$ cat src/rtl/mux2_arb_pkg.sv
// Shared state encoding, requester indices and counter sizing for the mux2_arb arbiter.
package mux2_arb_pkg;

  typedef enum logic [1:0] {
    IDLE = 2'd0,
    G0   = 2'd1,
    G1   = 2'd2
  } state_t;

  localparam logic REQ0 = 1'b0;
  localparam logic REQ1 = 1'b1;

  function automatic int cnt_width(input int max_hold);
    return $clog2(max_hold);
  endfunction

endpackage

$ cat src/rtl/mux2_arb_timer.sv
// Grant-hold counter for mux2_arb; fires when a grant reaches MAX_HOLD cycles while the other side waits.
module mux2_arb_timer
  import mux2_arb_pkg::*;
#(
  parameter int MAX_HOLD = 16
) (
  input  logic clk,
  input  logic rst,
  input  logic clear,
  input  logic enable,
  input  logic other_pending,
  output logic fire
);

  localparam int            CW    = cnt_width(MAX_HOLD);
  localparam logic [CW-1:0] LIMIT = CW'(MAX_HOLD - 1);

  logic [CW-1:0] cnt;

  // Saturates at LIMIT so an uncontested grant can run on without wrapping.
  always_ff @(posedge clk or posedge rst) begin
    if (rst) begin
      cnt <= '0;
    end else if (clear) begin
      cnt <= '0;
    end else if (enable && (cnt != LIMIT)) begin
      cnt <= cnt + 1'b1;
    end
  end

  assign fire = enable && other_pending && (cnt == LIMIT);

endmodule

$ cat src/rtl/mux2_arb.sv
// Two-requester round-robin arbiter driving the select of a downstream 2:1 mux.
// Define MUX2_ARB_TIMEOUT_EN to build the hold-limit timer and the preempt pulse.
module mux2_arb
  import mux2_arb_pkg::*;
#(
  parameter int MAX_HOLD = 16
) (
  input  logic       clk,
  input  logic       rst,
  input  logic [1:0] req,
  input  logic [1:0] last,
  output logic [1:0] gnt,
  output logic       sel,
  output logic       busy,
  output logic       preempt
);

  state_t state;
  state_t nxt;
  logic   prio;
  logic   released;
  logic   entry;
  logic   fire;
  logic   preempt_nxt;

  if ((MAX_HOLD < 2) || (MAX_HOLD > 65535)) begin : g_bad_max_hold
    $error("mux2_arb: MAX_HOLD must lie within 2..65535");
  end

`ifdef MUX2_ARB_TIMEOUT_EN
  mux2_arb_timer #(
    .MAX_HOLD(MAX_HOLD)
  ) u_timer (
    .clk          (clk),
    .rst          (rst),
    .clear        (entry),
    .enable       (state != IDLE),
    .other_pending((state == G1) ? req[0] : req[1]),
    .fire         (fire)
  );
`else
  assign fire = 1'b0;
`endif

  // On release the other requester goes first, then a back-to-back regrant, then idle.
  always_comb begin
    nxt         = state;
    released    = 1'b0;
    preempt_nxt = 1'b0;
    case (state)
      IDLE: begin
        if (req == 2'b11) begin
          nxt = (prio == REQ1) ? G0 : G1;
        end else if (req[0]) begin
          nxt = G0;
        end else if (req[1]) begin
          nxt = G1;
        end
      end
      G0: begin
        if (last[0] || !req[0] || fire) begin
          released    = 1'b1;
          nxt         = req[1] ? G1 : (req[0] ? G0 : IDLE);
          preempt_nxt = fire && !last[0] && req[0];
        end
      end
      G1: begin
        if (last[1] || !req[1] || fire) begin
          released    = 1'b1;
          nxt         = req[0] ? G0 : (req[1] ? G1 : IDLE);
          preempt_nxt = fire && !last[1] && req[1];
        end
      end
      default: nxt = IDLE;
    endcase
    entry = (nxt != IDLE) && ((state == IDLE) || released);
  end

  // Outputs are decoded from the next state so gnt and sel always move on the same edge.
  always_ff @(posedge clk or posedge rst) begin
    if (rst) begin
      state   <= IDLE;
      gnt     <= 2'b00;
      sel     <= 1'b0;
      busy    <= 1'b0;
      preempt <= 1'b0;
      prio    <= REQ1;
    end else begin
      state   <= nxt;
      busy    <= (nxt != IDLE);
      preempt <= preempt_nxt;
      case (nxt)
        G0: begin
          gnt <= 2'b01;
          sel <= 1'b0;
        end
        G1: begin
          gnt <= 2'b10;
          sel <= 1'b1;
        end
        default: gnt <= 2'b00;
      endcase
      if (entry) begin
        prio <= (nxt == G1) ? REQ1 : REQ0;
      end
    end
  end

endmodule

$ cat config.mk
export PLATFORM = sky130hd
export DESIGN_NAME = mux2_arb
export DESIGN_NICKNAME = d
export VERILOG_FILES = /design/src/rtl/mux2_arb_pkg.sv /design/src/rtl/mux2_arb_timer.sv /design/src/rtl/mux2_arb.sv
export SDC_FILE = /design/constraint.sdc
export NUM_CORES = 1
export LEC_CHECK = 0
export CAP_MARGIN = 5
export CORE_MARGIN = 3
export CORE_UTILIZATION = 27
export CTS_CLUSTER_SIZE = 30
export DETAILED_ROUTE_END_ITERATION = 8
export PLACE_DENSITY_LB_ADDON = 0.05
export SYNTH_ARGS = -nofsm -noshare
export SYNTH_HDL_FRONTEND = slang
export SYNTH_HIERARCHICAL = 1
export SYNTH_SLANG_ARGS = --single-unit
$ cat constraint.sdc
create_clock -name clk -period 3.6 [get_ports clk]
set_clock_uncertainty 0.1 [all_clocks]
set_input_delay 0.54 -clock clk [delete_from_list [all_inputs] [get_ports clk]]
set_output_delay 0.54 -clock clk [all_outputs]
set_load 0.05 [all_outputs]
# Word-level counts from Yosys, hierarchy flattened
# Cells that the tools add are included.
# word_totals
register_bits,7
in_bits,6
out_inout_bits,5
wordCells,36
# classes
n_eq_ne,5
mux,17
reduce_logical,9
# ops
cell,n
2-to-1 mux 2 bit,9
"== test 2 bit, second input constant",3
case mux 2 bit (3 select lines),1
"== test 2 x 1 -> 1 bit, second input constant",2
2-to-1 mux 1 bit,4
case mux 1 bit (2 select lines),2
case mux 2 bit (2 select lines),1
nonzero test 2 bit,2
logical OR 1 bit,3
zero test 1 bit,2
zero test 2 bit,1
logical AND 1 bit,1

# Logic depth before layout (Yosys ltp)
# logic_depth
ltp_word,6
ltp_mapped,9
ltp_nobuf,9

# Worst setup path after synthesis
# OpenSTA, ideal clock, no wires.
# synth_timing
kind,reg-to-reg
startpoint,register state[1]
endpoint,register prio
setup_ps,85
t_arrival_ps,1912
required_time_ps,3415
path_slack_ps,1503
stages_incl_launch_ff,10
path_buffers,0
synth_period_minus_slack_ps,2097
cell_sequence,dfrtp_1 > inv_1 > ha_1 > nand2_1 > a211oi_1 > a221oi_2 > or2_1 > ha_1 > a21oi_1 > mux2_1
# synth_between
elab_chain_len,6
word_cells_on_any_way,15
cone_classes,eq/ne (3); mux (8); reduce/logical (4)
# synth_lines
element,line,rtl
"start, declared",mux2_arb.sv:18,state_t state;
"start signal, assigned",mux2_arb.sv:89,state <= nxt;
2-to-1 mux 2 bit,mux2_arb.sv:56,end else if (req[1]) begin
2-to-1 mux 2 bit,mux2_arb.sv:54,end else if (req[0]) begin
2-to-1 mux 2 bit,mux2_arb.sv:52,if (req == 2'b11) begin
case mux 2 bit (3 select lines),mux2_arb.sv:50,case (state)
== test 2 bit / nonzero test 2 bit (equally long branches),"mux2_arb.sv:104, mux2_arb.sv:76",
2-to-1 mux 1 bit / logical AND 1 bit (equally long branches),"mux2_arb.sv:104, mux2_arb.sv:76",
"end signal, assigned",mux2_arb.sv:104,prio <= (nxt == G1) ? REQ1 : REQ0;
"end, declared",mux2_arb.sv:20,logic prio;
# Parallel ways exist; a longest one is shown, timed or not.
# A chain may end at the register's enable or synchronous reset.

# Worst setup path in the final report
# layout_timing
startpoint,input port req[1]
endpoint,register sel
# layout_between
elab_chain_len,6
word_cells_on_any_way,16
cone_classes,eq/ne (3); mux (10); reduce/logical (3)
# layout_lines
element,line,rtl
"start, declared",mux2_arb.sv:10,"input logic [1:0] req,"
2-to-1 mux 2 bit (tied with other cells),mux2_arb.sv:56,
2-to-1 mux 2 bit (tied with other cells),mux2_arb.sv:54,
"2-to-1 mux 2 bit, on equally long branches","mux2_arb.sv:52, mux2_arb.sv:68",
case mux 2 bit (3 select lines) *,mux2_arb.sv:50,
== test 2 bit / == test 2 x 1 -> 1 bit (equally long branches),mux2_arb.sv:92,case (nxt)
case mux 1 bit (2 select lines) / nonzero test 2 bit (equally long branches),n/a,
"end signal, assigned",mux2_arb.sv:84,sel <= 1'b0;
"end signal, assigned",mux2_arb.sv:95,sel <= 1'b0;
"end signal, assigned",mux2_arb.sv:99,sel <= 1'b1;
"end, declared",mux2_arb.sv:13,"output logic sel,"
# Mark *: on every way between the ends. The rest lies on a longest branch, timed or not.

==> parameters.txt <==
Parameter                              Value

Route
  DRT iter0 DRCs    1
  Wire length after detailed routing    894 um
  DRT antenna net count    0
  Pre-Repair DR Iteration Count    2
  Avg WL per Cell    10.52 um
  Number of DRC violations after detailed routing    0
  Routed vias    380
  Via count normalized by instance count    4.471

GRT
  Pin count of the biggest net entering global routing    9
  Gr ovfl total    0
  First-pass GRT wire length    1.593 mm
  Via count of the first global-routing pass    372
  Number of antenna violations at the first check in global routing    0
  GRT Util Overall    8.505%

Yosys
  Top-count cell post-synth    sky130_fd_sc_hd__ha_1
  Primary flip-flop cell chosen by synthesis mapping    sky130_fd_sc_hd__dfrtp_1
  Nets in the synthesized netlist    62
  Most numerous cell types in the synthesized netlist    sky130_fd_sc_hd__ha_1 (7), sky130_fd_sc_hd__dfrtp_1 (6), sky130_fd_sc_hd__inv_1 (5), sky130_fd_sc_hd__nand2_1 (4), sky130_fd_sc_hd__nor2_1 (3)
  Async S/R FF share, synth    100.0%
  Fraction of synthesized cell area taken by the top area cell type    30.46%
  Cells after synthesis    49
  Seq cells post-synth    7
  Sequential element share of the synthesized area    35.79%
  Post-synthesis cell area    493.0 um^2
  Number of warnings printed during yosys synthesis    6
  Count of distinct cell types in the synthesized netlist    26
  Top cells by area in the synthesized netlist    sky130_fd_sc_hd__dfrtp_1 (30%), sky130_fd_sc_hd__ha_1 (18%), sky130_fd_sc_hd__dfstp_2 (5.3%)
  Cell accounting for the most synthesized area    sky130_fd_sc_hd__dfrtp_1
  Count of flip-flops with a built-in enable after synthesis    0
  Syn Area/Cell    10.06 um^2

CTS
  Post-cts hold buffer count    0
  CTS sink count    7
  Cts repair resizes    0
  Bufs on Longest Clock Path    2
  Worst skew pair latency    240 ps
  Clock-pin slew of the registers on the worst-case setup and hold paths    50 ps
  Number of post-CTS setup repair buffers    0
  Number of H-tree branching levels    1
  CTS buffer count    3
  CTS tree    yes
  Root Driver    sky130_fd_sc_hd__clkbuf_4

Placed design
  Worst setup slack before clock tree synthesis    754.0 ps
  RePlAce Congestion    0.7895
  Detail Placement HPWL    718.6 um
  Count of port buffers added during placement    9

Floorplanning
  Number of primary I/O pins    11
  Initial Utilization    30.59%
  Die X-Extent    48.73 um
  Die extent in y    48.73 um
  Cell Rows    14
  Core Region    1612 um^2
  Die outline area    2375 um^2

Setup path
  Worst path slowest cell    sky130_fd_sc_hd__clkdlybuf4s50_1
  Worst setup slack for register-to-register paths    1310 ps
  Reg-to-reg endpoint    sel
  Top cell family by delay on the critical path    multiplexers
  Worst Setup End Kind    flop
  R2r startpoint    state[0]
  Required time worst endpoint    3630 ps
  CP arrival    2620 ps
  Logic depth of the worst register-to-register path    7
  Cells along the critical path    clkdlybuf4s50_1 -> nor2b_4 -> mux2_1 -> a221oi_2 -> or2_1 -> ha_1 -> mux2_2
  Element type at the critical path start    input port
  Worst setup path category    input port to flop
  Delay contributed by the slowest stage of the critical path    590 ps
  Critical-path maximum fanout    6
  Number of buffers and inverters on the critical path    1

Finish
  Fraction of final layout cells with drive strength greater than 1    11.48%
  NumNets Final    75
  Layout overhead on the synthesized area    28.17%
  Fillcell total    174
  Number of diodes    0

Status
  Status    finished clean

Timing
  Worst-case setup margin in the final layout    1011 ps
  Final-layout worst hold slack    402.2 ps
  Final critical path time including I/O delays and setup    2589 ps
  Max-slew violation count    0
  Unrepaired setup endpoints after global routing    no
  Summed negative setup slack over all endpoints    0 ps
  Final-report setup violation count    0
  Final critical-path share of the clock period    71.92%
  Hold Fails Final Rpt    0
  Maximum frequency from static timing analysis    386.3 MHz

Pwr
  Worst IR drop on VDD    416.2 uV
  Power Dens Cells    839.1 nW/um^2
  Power Total    0.5302 mW
  Cell leakage power    0.2854 nW

Worst hold path
  Hold path startpoint    sel
  Hold WC Path Type    flop to flop
  Hold Path End    sel
  Hold-critical path depth    1

Job
  Reported max-cap violation count    0
==> flip-flops by register name (all words and copies together), names as in the netlist <==
signal / cells
gnt: 2
state: 2
busy: 1
prio: 1
sel: 1
==> worst max-delay path by stage <==
stage	startpoint	endpoint	slack, ps	cells after the start
2_1_floorplan	state[1]	prio	1500	9
6_report	req[1]	sel	1010	7
3_3_place_gp	req[1]	sel	760	7
4_1_cts	req[1]	sel	1000	7
3_5_place_dp	req[1]	sel	750	7
5_1_grt	req[1]	prio	910	8
==> power by group <==
part / internal (mW) / switching (mW)
registers: 0.117 / 0.0226
clock network: 0.0421 / 0.0258
logic: 0.135 / 0.187
total: 0.294 / 0.236
==> cell usage in the layout, fill, tap and decap left out, types with 2 or more instances in the layout <==
master / synthesis / layout
sky130_fd_sc_hd__a21oi_1: 2 / 2
sky130_fd_sc_hd__clkbuf_4: 0 / 3
sky130_fd_sc_hd__clkdlybuf4s50_1: 0 / 9
sky130_fd_sc_hd__dfrtp_1: 6 / 6
sky130_fd_sc_hd__ha_1: 7 / 7
sky130_fd_sc_hd__inv_1: 5 / 5
sky130_fd_sc_hd__mux2_1: 2 / 2
sky130_fd_sc_hd__nand2_1: 4 / 4
sky130_fd_sc_hd__nand3b_1: 2 / 2
sky130_fd_sc_hd__nor2_1: 3 / 3
==> kinds of logic (layout without fill, tap and decap cells) <==
group	after synthesis	in the layout	share of synthesized area, %
AND/OR/NAND/NOR	14	14	16.75
AO/OA/AOI/OAI	11	11	16.75
adder cells (fa/ha/maj)	7	7	17.77
flip-flops	7	7	35.79
buffers and inverters	6	18	5.331
multiplexers	3	3	6.852
other	1	1	0.7607
==> per-layer routing <==
layer	wire [um]	vias up	global-route usage [%]	share of wire [%]
met5	0	-	0	0
met1	439	180	11.11	49
li1	-	191	-	-
met2	406	7	11.99	45
met3	36	2	4.294	4.0
met4	12	0	2.844	1.3
==> stage by stage <==
step | cell area [um^2] | cells | util, %
after floorplan | 493.0 | 49 | -
after global placement | 605.6 | 81 | 37.58
after global routing | 631.9 | 85 | 39.21
final | 631.9 | 85 | 39.21
after CTS | 631.9 | 85 | 39.21
after detailed placement | 605.6 | 81 | 37.58
==> cell type report <==
| type | count | area (um^2) | share of cell area (%) |
|---|---|---|---|
| Inverter | 5 | 18.77 | 2.970 |
| Timing Repair Buffer | 9 | 90.09 | 14.26 |
| Clock buffer | 4 | 26.28 | 4.158 |
| Tap cell | 24 | 30.03 | 4.752 |
| Multi-Input combinational cell | 36 | 290.3 | 45.94 |
| Sequential cell | 7 | 176.4 | 27.92 |
Note: power is estimated with default switching activity, not from simulation.
